--- config.mk ---
export PLATFORM = sky130hd
export DESIGN_NAME = branch_cmp_seq
export DESIGN_NICKNAME = d
export VERILOG_FILES = /design/src/rtl/branch_cmp_seq_pkg.sv /design/src/rtl/branch_cmp_seq_chunk_cmp.sv /design/src/rtl/branch_cmp_seq.sv
export SDC_FILE = /design/constraint.sdc
export NUM_CORES = 1
export LEC_CHECK = 0
export ABC_AREA = 1
export CAP_MARGIN = 25
export CORE_ASPECT_RATIO = 0.75
export CORE_MARGIN = 2
export CORE_UTILIZATION = 51
export CTS_BUF_LIST = sky130_fd_sc_hd__clkbuf_8 sky130_fd_sc_hd__clkbuf_16
export CTS_CLUSTER_SIZE = 14
export DETAILED_ROUTE_END_ITERATION = 6
export GPL_TIMING_DRIVEN = 0
export PLACE_DENSITY = 0.81
export SLEW_MARGIN = 10
export SYNTH_ARGS = -nofsm -noshare
export SYNTH_HDL_FRONTEND = slang
export SYNTH_SLANG_ARGS = --single-unit
--- constraint.sdc ---
create_clock -name clk -period 2.1 [get_ports clk]
set_input_delay 0.21 -clock clk [delete_from_list [all_inputs] [get_ports clk]]
set_output_delay 0.21 -clock clk [all_outputs]
set_load 0.01 [all_outputs]
--- src/rtl/branch_cmp_seq_pkg.sv ---
// Shared types and funct3 decode for the multi-cycle branch comparator.
package branch_pkg;

    typedef enum logic [1:0] {IDLE, SCAN, DONE} state_t;

    localparam logic [2:0] F3_BEQ  = 3'b000;
    localparam logic [2:0] F3_BNE  = 3'b001;
    localparam logic [2:0] F3_BLT  = 3'b100;
    localparam logic [2:0] F3_BGE  = 3'b101;
    localparam logic [2:0] F3_BLTU = 3'b110;
    localparam logic [2:0] F3_BGEU = 3'b111;

    // Returns {taken, illegal}; 010/011 are not branches.
    function automatic logic [1:0] br_taken_f(input logic [2:0] funct3,
                                              input logic eq, input logic lt);
        logic [1:0] r;
        case (funct3)
            F3_BEQ:           r = {eq, 1'b0};
            F3_BNE:           r = {!eq, 1'b0};
            F3_BLT, F3_BLTU:  r = {lt, 1'b0};
            F3_BGE, F3_BGEU:  r = {!lt, 1'b0};
            default:          r = 2'b01;
        endcase
        return r;
    endfunction

endpackage

--- src/rtl/branch_cmp_seq_chunk_cmp.sv ---
// Unsigned equality / less-than for one CHUNK_W slice of the operands.
module chunk_cmp #(
    parameter int CHUNK_W = 8
) (
    input  logic [CHUNK_W-1:0] a,
    input  logic [CHUNK_W-1:0] b,
    output logic               eq,
    output logic               lt
);
    assign eq = (a == b);
    assign lt = (a < b);
endmodule

--- src/rtl/branch_cmp_seq.sv ---
// Multi-cycle branch comparator: scans CHUNK_W bits per cycle from the MSB
// chunk down, stopping at the first differing chunk.
module branch_cmp_seq
    import branch_pkg::*;
#(
    parameter int XLEN    = 32,
    parameter int CHUNK_W = 8
) (
    input  logic            clk,
    input  logic            rst_n,
    input  logic            flush,
    input  logic            in_valid,
    output logic            in_ready,
    input  logic [XLEN-1:0] a_i,
    input  logic [XLEN-1:0] b_i,
    input  logic [2:0]      funct3_i,
    output logic            out_valid,
    input  logic            out_ready,
    output logic            br_eq,
    output logic            br_lt,
    output logic            br_taken,
    output logic            illegal
);
    localparam int NCHUNK = XLEN / CHUNK_W;
    localparam int IDX_W  = (NCHUNK > 1) ? $clog2(NCHUNK) : 1;

    if (CHUNK_W < 1 || (XLEN % CHUNK_W) != 0) begin : g_bad_cfg
        $error("branch_cmp_seq: XLEN must be a multiple of CHUNK_W");
    end

    state_t                           state, state_d;
    logic [NCHUNK-1:0][CHUNK_W-1:0]   a_q, b_q;
    logic [2:0]                       f3_q;
    logic [IDX_W-1:0]                 idx;
    logic [NCHUNK-1:0]                ch_eq, ch_lt;
    logic [NCHUNK-1:0]                scan_eq, scan_lt;
    logic                             accept, finish, idx_inc, fin_eq, fin_lt;
    logic [XLEN-1:0]                  sign_flip;

    // One comparator per chunk; scan_* reorders them so idx 0 is the MSB chunk.
    for (genvar i = 0; i < NCHUNK; i++) begin : g_chunk
        chunk_cmp #(.CHUNK_W(CHUNK_W)) u_cmp (
            .a  (a_q[i]),
            .b  (b_q[i]),
            .eq (ch_eq[i]),
            .lt (ch_lt[i])
        );
        assign scan_eq[i] = ch_eq[NCHUNK-1-i];
        assign scan_lt[i] = ch_lt[NCHUNK-1-i];
    end

    // Signed compare becomes unsigned once both sign bits are inverted.
    assign sign_flip = funct3_i[1] ? '0 : {1'b1, {(XLEN-1){1'b0}}};

    assign in_ready  = (state == IDLE);
    assign out_valid = (state == DONE);

    always_ff @(posedge clk or negedge rst_n) begin
        if (!rst_n) state <= IDLE;
        else        state <= state_d;
    end

    always_comb begin
        state_d = state;
        accept  = 1'b0;
        finish  = 1'b0;
        idx_inc = 1'b0;
        fin_eq  = 1'b0;
        fin_lt  = 1'b0;
        if (flush) begin
            state_d = IDLE;
        end else begin
            case (state)
                IDLE: if (in_valid) begin
                    accept  = 1'b1;
                    state_d = SCAN;
                end
                SCAN: begin
                    if (!scan_eq[idx]) begin
                        finish = 1'b1;
                        fin_lt = scan_lt[idx];
                    end else if (idx == IDX_W'(NCHUNK-1)) begin
                        finish = 1'b1;
                        fin_eq = 1'b1;
                    end else begin
                        idx_inc = 1'b1;
                    end
                    if (finish) state_d = DONE;
                end
                DONE: if (out_ready) state_d = IDLE;
                default: state_d = IDLE;
            endcase
        end
    end

    always_ff @(posedge clk or negedge rst_n) begin
        if (!rst_n) begin
            a_q      <= '0;
            b_q      <= '0;
            f3_q     <= '0;
            idx      <= '0;
            br_eq    <= 1'b0;
            br_lt    <= 1'b0;
            br_taken <= 1'b0;
            illegal  <= 1'b0;
        end else begin
            if (accept) begin
                a_q  <= a_i ^ sign_flip;
                b_q  <= b_i ^ sign_flip;
                f3_q <= funct3_i;
                idx  <= '0;
            end
            if (idx_inc) idx <= idx + 1'b1;
            if (finish) begin
                br_eq               <= fin_eq;
                br_lt               <= fin_lt;
                {br_taken, illegal} <= br_taken_f(f3_q, fin_eq, fin_lt);
            end
        end
    end

endmodule

==> out/qor.txt <==
Status: complete, no violations
IO buf count: 77
Height of the die: 78.5 um
Design Power: 0.00429 W
Buffer type at the clock tree root: clkbuf_8
Pin count of the biggest net entering global routing: 40
Final worst-path cycle share: 85.9%
Hold violation count in the final report: 0
Number of library cell types mapped by synthesis: 19
Post-Synth Simple-Gate Area: 23.8%
Number of global-route vias before repair: 3285
RD Place Congestion: 0.780
Nature of the critical path startpoint: flip-flop
Post-Syn Area: 3770 um2
Hold Crit Class: in2async
Clk Latency, worst-skew pair: 360 ps
Starting density of the core: 51.9%
Start-to-end type of the worst setup path: reg2reg
DP Wirelength: 6640 um
Number of nets in the layout: 663
Sequential-to-total area share from yosys stat: 49.8%
Synth Area in Compound Gates: 7.50%
Final worst clock skew: 8.58 ps
Total core area: 7260 um2
Die footprint: 8110 um2
Post-CTS repair timing setup buffer count: 0
Portion of netlist area occupied by mux cells: 0%
Number of cells produced by synthesis: 468
Remaining routing DRC violations: 0
Largest voltage drop on the vdd net: 0.000344 V
Number of top-level pins: 78
Number of CTS-inserted buffers: 9
Post-layout utilization of the core: 67.0%
Htree depth: 3
Total count of max-transition violations in the final report: 0
Overall Global Routing Usage: 23.9%
Critical Path Sink Type: flip-flop
Maximum operating frequency: 0.554 GHz
Final setup violation count: 0
Mapped Nets: 573
Worst-margin pin slew: 516 ps
Via-to-Cell Ratio: 4.82
Length of the first detailed-routing pass in iterations: 4
Critical path arrival: 2050 ps
Leakage component of the power: 2.47 nW
Final Routed Wirelength: 8860 um
Iteration-0 DRC Markers: 164
Chip Width: 103 um
Power density relative to cell area: 881 nW/um2
Number of warnings reported in the yosys synthesis log: 0
Total number of vias: 3190
Total of max-cap violations: 0
Max Root-Sink Buffers: 2
Post-route ant nets: 0
Ratio of cells with drive above 1 in the final layout: 4.63%
Worst path required time: 2350 ps
Adder and majority gate portion of the synthesized area: 10.9%
Sinks on the clock net: 75
Syn Area/Cell: 8.06 um2
Fraction of synthesized cell area in xor and xnor cells: 0.464%
Antenna cells: 0
Wire length per cell: 13.4 um
Combinational family with the most area after synthesis: simple AND/OR/NAND/NOR gates
Leading cell type in the layout, fill and taps excluded: nand2_1
Clock Pin Slew Worst Setup and Hold Paths: 80 ps
Growth of design area from synthesis to finish: 29.1%
Setup repair after global routing missed its margin: no
Worst r2r src: a_q[7]
Crit path time final: 1800 ps
Tightest slew margin relative to the limit: 65.6%
Global-route wire length before repair: 14700 um
TritonCTS clock tree: yes
Number of fillers in the final layout: 621
Initial antenna violation count: 0
Total of flip-flops plus latches after synthesis: 75
Commonest non-fill, non-tap cells in the layout: 188 x nand2_1, 76 x clkdlybuf4s50_1, 75 x dfrtp_1
Worst setup path startpoint: a_q[7]
Critical path peak fanout: 3
Gr ovfl total: 0
Placement Rows: 27
-- sequential cells by signal, indices dropped and copies added, names as in the netlist --
name / count
a_q: 32
b_q: 32
f3_q: 3
idx: 2
state: 2
br_eq: 1
br_lt: 1
br_taken: 1
illegal: 1
-- metrics by stage --
| stage | worst slack (ps) | std cells | hold WS (ps) | setup TNS (ps) | instance area (um2) |
|---|---|---|---|---|---|
| 2_1_floorplan | 502 | 468 | -85.6 | 0 | 3770 |
| 3_3_place_gp | -1690 | 646 | 465 | -126180 | 4670 |
| 3_5_place_dp | 75.5 | 647 | 202 | 0 | 4690 |
| 4_1_cts | 238 | 662 | 376 | 0 | 4860 |
| 5_1_grt | 126 | 662 | 392 | 0 | 4870 |
| 6_report | 296 | 662 | 359 | 0 | 4870 |
-- worst max-delay path: stages (launching register included) --
cell and delay, ps:
dfrtp_1 390, ha_1 300, nand2_1 70, nor2_1 140
nand3_1 150, nand3_2 140, nand2_2 90, nor2_1 120
nand2_1 60, o21ai_0 60, nand3_1 90, nand2_1 60
nand2_1 40
-- cell type report --
class | instances | area, um2 | area share, %
buffer | 14 | 57.6 | 1.18
clock inverter | 3 | 16.3 | 0.334
tap | 101 | 126 | 2.60
clock buffer | 11 | 151 | 3.11
timing repair buffer | 79 | 798 | 16.4
sequential | 75 | 1880 | 38.6
inverter | 60 | 225 | 4.63
multi-input combinational | 319 | 1620 | 33.2
-- cells in the mapped netlist, drive strengths merged --
| cell type | number | area share [%] |
|---|---|---|
| xor2 | 2 | 0.46 |
| nand4 | 2 | 0.33 |
| nand2 | 189 | 19 |
| buf | 4 | 0.53 |
| clkbuf | 10 | 1.0 |
| o21ai | 39 | 5.5 |
| dfrtp | 75 | 50 |
| inv | 60 | 6.0 |
| nand3 | 12 | 1.9 |
| ha | 33 | 11 |
| a21oi | 14 | 1.9 |
| nor3 | 1 | 0.13 |
| o22ai | 1 | 0.17 |
| nor2 | 26 | 2.7 |
-- repair_timing --
| action | in CTS | in global routing |
|---|---|---|
| endpoints found under the hold margin | 36 | 0 |
| resized for setup | 0 | 1 |
| setup endpoints to repair | 0 | 1 |
| hold buffers | 1 | 0 |
-- per-layer routing --
layer  GRT usage (%)  up-vias  routed length, um
met2            36.7      108               3990
met1            32.6     1436               4070
met3            4.99       22                577
met5               0        -                  0
met4            10.5        0                220
li1                -     1624                  -
-- power by group --
part | internal (W) | switching (W) | leakage [nW]
Sequential | 0.00177 | 0.000167 | 0.934
Combinational | 0.000605 | 0.000761 | 1.45
Clock | 0.000474 | 0.000513 | 0.0885
Total | 0.00285 | 0.00144 | 2.47
-- final timing paths --
path | endpoint | slack (ps) | cells past startpoint
max | br_taken | 300 | 12
min | b_q[14] | 360 | 2
max reg2reg | br_taken | 300 | 12
min reg2reg | br_taken | 490 | 2
max in group asynchronous | f3_q[2] | 1160 | 3
min in group clk | a_q[27] | 390 | 3
-- cell families (layout without fill, tap and decap cells) --
group           count (synthesis)  in the layout
simple gates                  230            230
flops                          75             75
buf+inv                        74            167
fa+ha+maj                      33             33
xor+xnor                        2              2
compound gates                 54             54
No activity file was read; power rests on OpenSTA's default activity.
